<file path="src/rtl/sram_readout_if.sv">
// Bundle between the readout engine, the dual-port histogram SRAM and the downstream consumer.
// Stream handshake: a word moves when m_valid & m_ready; once m_valid rises, m_data/m_addr/m_last stay stable and m_valid stays high until accepted.
interface sram_readout_if #(
    parameter int DW = 21,
    parameter int AW = 6
);
    logic          meb;
    logic [AW-1:0] adrb;
    logic [DW-1:0] qb;
    logic          mea;
    logic          wea;
    logic [AW-1:0] adra;
    logic [DW-1:0] da;
    logic          m_valid;
    logic          m_ready;
    logic [DW-1:0] m_data;
    logic [AW-1:0] m_addr;
    logic          m_last;

    modport master (
        output meb, adrb, mea, wea, adra, da, m_valid, m_data, m_addr, m_last,
        input  qb, m_ready
    );

    modport slave (
        input  meb, adrb, mea, wea, adra, da, m_valid, m_data, m_addr, m_last,
        output qb, m_ready
    );
endinterface

</file>
<file path="src/rtl/sram_readout.sv">
// Sweeps all SRAM addresses through port B, streams each word with its address through a
// 2-entry FIFO, and optionally zeroes each entry through port A in the cycle it is captured.
module sram_readout #(
    parameter int DW = 21,
    parameter int AW = 6
) (
    input  logic          i_clk,
    input  logic          i_rst_n,
    input  logic          i_start,
    input  logic          i_clear_en,
    output logic          o_busy,
    output logic          o_done,
    output logic [1:0]    o_state,
    sram_readout_if.master bus
);
    typedef enum logic [1:0] {
        IDLE  = 2'd0,
        RUN   = 2'd1,
        DRAIN = 2'd2
    } state_t;

    localparam logic [AW-1:0] LAST_ADDR = '1;

    state_t        r_state;
    state_t        w_next;
    logic          r_clr;
    logic          r_done;
    logic          r_inflight;
    logic [AW-1:0] r_ptr;
    logic [AW-1:0] r_adrb;
    logic [DW-1:0] r_fdata [2];
    logic [AW-1:0] r_faddr [2];
    logic          r_wsel;
    logic          r_rsel;
    logic [1:0]    r_count;

    logic          w_issue;
    logic          w_pop;
    logic          w_push;
    logic          w_last;
    logic [2:0]    w_pending;

    // A new read is only issued if its word is guaranteed a FIFO slot on arrival.
    always_comb begin
        w_pop     = (r_count != 2'd0) && bus.m_ready;
        w_push    = r_inflight;
        w_pending = {1'b0, r_count} + {2'b00, r_inflight} - {2'b00, w_pop};
        w_issue   = (r_state == RUN) && (w_pending < 3'd2);
        w_last    = (r_count != 2'd0) && (r_faddr[r_rsel] == LAST_ADDR);
        w_next    = r_state;
        case (r_state)
            IDLE:    if (i_start) w_next = RUN;
            RUN:     if (w_issue && (r_ptr == LAST_ADDR)) w_next = DRAIN;
            DRAIN:   if (w_pop && w_last) w_next = IDLE;
            default: w_next = IDLE;
        endcase
    end

    always_ff @(posedge i_clk) begin
        if (!i_rst_n) begin
            r_state    <= IDLE;
            r_clr      <= 1'b0;
            r_done     <= 1'b0;
            r_inflight <= 1'b0;
            r_ptr      <= '0;
            r_adrb     <= '0;
            r_fdata[0] <= '0;
            r_fdata[1] <= '0;
            r_faddr[0] <= '0;
            r_faddr[1] <= '0;
            r_wsel     <= 1'b0;
            r_rsel     <= 1'b0;
            r_count    <= 2'd0;
        end else begin
            r_state    <= w_next;
            r_done     <= (r_state == DRAIN) && (w_next == IDLE);
            r_inflight <= w_issue;
            if ((r_state == IDLE) && i_start) begin
                r_clr <= i_clear_en;
                r_ptr <= '0;
            end else if (w_issue) begin
                r_ptr <= r_ptr + 1'b1;
            end
            if (w_issue) r_adrb <= r_ptr;
            if (w_push) begin
                r_fdata[r_wsel] <= bus.qb;
                r_faddr[r_wsel] <= r_adrb;
                r_wsel          <= ~r_wsel;
            end
            if (w_pop) r_rsel <= ~r_rsel;
            r_count <= r_count + {1'b0, w_push} - {1'b0, w_pop};
        end
    end

    // r_adrb still holds the address being captured, so it doubles as the clear address.
    assign bus.meb     = w_issue;
    assign bus.adrb    = w_issue ? r_ptr : r_adrb;
    assign bus.mea     = r_inflight & r_clr;
    assign bus.wea     = r_inflight & r_clr;
    assign bus.adra    = r_adrb;
    assign bus.da      = '0;
    assign bus.m_valid = (r_count != 2'd0);
    assign bus.m_data  = r_fdata[r_rsel];
    assign bus.m_addr  = r_faddr[r_rsel];
    assign bus.m_last  = w_last;

    assign o_busy  = (r_state != IDLE);
    assign o_done  = r_done;
    assign o_state = r_state;
endmodule

</file>
<file path="src/flat_wrapper.sv">
// flat-port wrapper written by rule: the top's interface ports become plain ports
module sram_readout_flat 
#(
    parameter int DW = 21,
    parameter int AW = 6
)
  (i_clk, i_rst_n, i_start, i_clear_en, o_busy, o_done, o_state, bus_meb, bus_adrb, bus_mea, bus_wea, bus_adra, bus_da, bus_m_valid, bus_m_data, bus_m_addr, bus_m_last, bus_qb, bus_m_ready);
  sram_readout_if #(.DW(DW), .AW(AW)) bus_i ();
  input  logic i_clk;
  input  logic i_rst_n;
  input  logic i_start;
  input  logic i_clear_en;
  output logic o_busy;
  output logic o_done;
  output logic [1:0] o_state;
  output wire logic [$bits(bus_i.meb)-1:0] bus_meb;
  output wire logic [$bits(bus_i.adrb)-1:0] bus_adrb;
  output wire logic [$bits(bus_i.mea)-1:0] bus_mea;
  output wire logic [$bits(bus_i.wea)-1:0] bus_wea;
  output wire logic [$bits(bus_i.adra)-1:0] bus_adra;
  output wire logic [$bits(bus_i.da)-1:0] bus_da;
  output wire logic [$bits(bus_i.m_valid)-1:0] bus_m_valid;
  output wire logic [$bits(bus_i.m_data)-1:0] bus_m_data;
  output wire logic [$bits(bus_i.m_addr)-1:0] bus_m_addr;
  output wire logic [$bits(bus_i.m_last)-1:0] bus_m_last;
  input wire logic [$bits(bus_i.qb)-1:0] bus_qb;
  input wire logic [$bits(bus_i.m_ready)-1:0] bus_m_ready;
  assign bus_meb = bus_i.meb;
  assign bus_adrb = bus_i.adrb;
  assign bus_mea = bus_i.mea;
  assign bus_wea = bus_i.wea;
  assign bus_adra = bus_i.adra;
  assign bus_da = bus_i.da;
  assign bus_m_valid = bus_i.m_valid;
  assign bus_m_data = bus_i.m_data;
  assign bus_m_addr = bus_i.m_addr;
  assign bus_m_last = bus_i.m_last;
  assign bus_i.qb = bus_qb;
  assign bus_i.m_ready = bus_m_ready;
  sram_readout #(.DW(DW), .AW(AW)) u_core (.i_clk(i_clk), .i_rst_n(i_rst_n), .i_start(i_start), .i_clear_en(i_clear_en), .o_busy(o_busy), .o_done(o_done), .o_state(o_state), .bus(bus_i));
endmodule
</file>
<file path="config.mk">
export PLATFORM = sky130hd
export DESIGN_NAME = sram_readout_flat
export DESIGN_NICKNAME = d
export VERILOG_FILES = /design/src/rtl/sram_readout_if.sv /design/src/rtl/sram_readout.sv /design/src/flat_wrapper.sv
export SDC_FILE = /design/constraint.sdc
export NUM_CORES = 1
export LEC_CHECK = 0
export CAP_MARGIN = 20
export CORE_MARGIN = 2
export CORE_UTILIZATION = 40
export CTS_BUF_LIST = sky130_fd_sc_hd__clkbuf_4
export DETAILED_ROUTE_END_ITERATION = 8
export PLACE_DENSITY = 0.68
export SYNTH_ARGS = -nofsm -noshare
export SYNTH_HDL_FRONTEND = slang
export SYNTH_SLANG_ARGS = --single-unit
</file>
<file path="constraint.sdc">
create_clock -name i_clk -period 4.24 [get_ports i_clk]
set_input_delay 0.848 -clock i_clk [delete_from_list [all_inputs] [get_ports i_clk]]
set_output_delay 0.848 -clock i_clk [all_outputs]
set_load 0.01 [all_outputs]
</file>
==> run summary <==
Status: finished, final reports clean
Skew final: 0.0279 ns
R2R cell count: 14
Post-route setup slack: 0.124 ns
Die Span Y: 97.6 um
Row cnt: 34
Cts hold-fix bufs: 0
Number of global-route vias before repair: 2221
Num CTS Buffers: 9
Synth unique cells: 38
CTS H-tree depth: 3
RD Place Congestion: 0.783
Power per Cell Area: 493 mW/mm2
Share of cells above drive strength 1: 0.202
Most frequent cells in the layout: and2_1, clkdlybuf4s50_1, edfxtp_1
Hold Path End: u_core.r_clr
Final setup fails: 0
Worst EP required: 3.39 ns
First-pass GRT wire length: 11000 um
Place WS: -0.319 ns
Cell area after synthesis: 0.00350 mm2
Max Fclk: 243 MHz
Slew headroom: 0.367
Yosys synthesis warning count: 0
Total Die Area: 0.00952 mm2
TritonCTS clock tree: built
WHS: 0.472 ns
Top FF cell, synth: edfxtp_1
Worst-path fanout max: 8
Ys async rst share: 0
DP HPWL: 4490 um
Syn Area/Cell: 12.7 um2
Ports: 95
Crit end category: output pin
RR Endpoint: u_core.o_state[1]
Number of synthesized flops with an enable pin: 54
Min-delay src: u_core.r_clr
Clock buffer depth: 2
Inst Count DP: 453
Worst R2R Setup Slack: 1.42 ns
Final worst path period need: 4.12 ns
FF+latch count, synth: 76
Clk pin slew, worst setup/hold paths: 0.14 ns
Initial antenna violation count: 0
Worst-margin pin slew: 0.949 ns
Hold Path Depth: 2
Drt drc: 0
Grt ovf: 0
Die X: 97.6 um
Post-synthesis sequential area ratio: 0.589
Core ar.: 0.00859 mm2
CP Data Arrival Time: 3.27 ns
Final slew viol count: 0
Reg-to-reg startpoint: u_core.r_count[1]
CP Launch Type: input port
Wirelength, routed: 6780 um
Root Driver: clkbuf_4
CTS Sinks: 76
Lkg Pwr: 1.75 nW
IO Port Bufs: 73
Mapped Cells: 276
Critical path class: in -> out
Largest net degree at the start of global routing: 31
Endpoints failing hold: 0
Max-cap violations: 0
Setup TNS: 0 ns
Drt first pass iters: 4
VDD IR max: 0.198 mV
Fillers: 758
WL/cell: 14.4 um
Post-route ant nets: 0
Overall global routing resource usage: 0.150
Area grow syn2layout: 27.7%
Initial Util: 0.408
Fin cells: 470
Fin crit share: 0.971
Via count: 2181
Initial drt markers: 56
Clock Latency Late Sink: 0.44 ns
Nets@finish: 387
Worst hold-check path type: reg -> reg
Avg Vias per Cell: 4.64
Number of inserted diodes: 0
[timing repair]
action / 4_1_cts / 5_1_grt
setup buffers: 1 / 0
setup endpoints to repair: 7 / 6
gates resized for setup: 27 / 2
pin swaps: 3 / 2
[kinds of logic after synthesis]
logic type | Yosys count | share of synthesized area
buffers and inverters | 38 | 0.0654
AND/OR/NAND/NOR | 110 | 0.186
other | 1 | 0.00107
XOR/XNOR | 8 | 0.0222
flip-flops | 76 | 0.589
adder cells (fa/ha/maj) | 4 | 0.0164
multiplexers | 32 | 0.108
AO/OA/AOI/OAI | 7 | 0.0118
[layout make-up]
cell class / instances / area [um2] / share of cell area
sequential: 76 / 2060 / 0.461
tap: 108 / 135 / 0.0302
timing repair buffer: 82 / 779 / 0.174
multi-input combinational: 182 / 1310 / 0.293
clock inverter: 6 / 88.8 / 0.0199
clock buffer: 10 / 75.1 / 0.0168
inverter: 6 / 22.5 / 0.00503
[worst max-delay path, cell delays in order]
cell             delay [ns]
clkdlybuf4s50_1        0.41
nand2_2                0.07
inv_1                  0.04
ha_1                   0.28
inv_1                  0.06
ha_1                   0.14
inv_1                  0.06
fa_2                   0.57
nand3b_4               0.10
nor2_4                 0.11
buf_12                 0.14
mux2_4                 0.30
buf_2                  0.14
[cells in the mapped netlist (all sizes together) (2+ instances only)]
library cell | number | share of area
nor2 | 10 | 0.013
inv | 6 | 0.0064
nand3b | 2 | 0.0054
ha | 3 | 0.011
o21ai | 3 | 0.0043
or2 | 2 | 0.0036
clkbuf | 6 | 0.0064
buf | 26 | 0.053
nor4b | 2 | 0.0050
nand2 | 10 | 0.011
and2 | 67 | 0.12
xnor2 | 6 | 0.015
dfxtp | 22 | 0.13
nand2b | 2 | 0.0036
nor3 | 3 | 0.0043
nand3 | 5 | 0.0071
nor4 | 2 | 0.0036
xor2 | 2 | 0.0071
mux2 | 32 | 0.11
edfxtp | 54 | 0.46
[routing by layer]
metal  track usage  vias up  share of wire
met4        0.0726        0          0.023
met1         0.180     1033           0.43
met3        0.0360       14          0.048
li1              -     1063              -
met2         0.254       71           0.49
met5             0        -              0
[worst max path at each step]
stage | end | slack [ns] | startpoint
global placement | bus_adrb[0] | -0.24 | bus_m_ready
global route | bus_adrb[0] | -0.01 | bus_m_ready
floorplan | bus_adrb[0] | 0.54 | bus_m_ready
finish | bus_adrb[5] | 0.12 | bus_m_ready
detailed placement | bus_adrb[0] | -0.32 | bus_m_ready
CTS | bus_adrb[0] | 0.03 | bus_m_ready
[sequential cells by signal, summed over array words and instances (netlist names), named ones only]
| name | flops |
|---|---|
| u_core.bus.adra | 6 |
| u_core.o_done | 1 |
| u_core.o_state | 2 |
| u_core.r_clr | 1 |
| u_core.r_count | 2 |
| u_core.r_faddr | 12 |
| u_core.r_fdata | 42 |
| u_core.r_inflight | 1 |
| u_core.r_ptr | 6 |
| u_core.r_rsel | 1 |
| u_core.r_wsel | 1 |
[power breakdown]
part / internal, mW / total (mW) / switching [mW]
registers: 0.889 / 0.932 / 0.0423
logic: 0.416 / 0.766 / 0.350
clock network: 0.245 / 0.505 / 0.260
[through the flow]
step | power (mW) | util | area (um2)
2_1_floorplan | 1.36 | - | 3580
3_3_place_gp | 1.67 | 0.501 | 4300
3_5_place_dp | 1.69 | 0.501 | 4300
4_1_cts | 2.22 | 0.520 | 4470
5_1_grt | 2.32 | 0.521 | 4470
6_report | 2.20 | 0.521 | 4470
No activity file was read; power rests on OpenSTA's default activity.
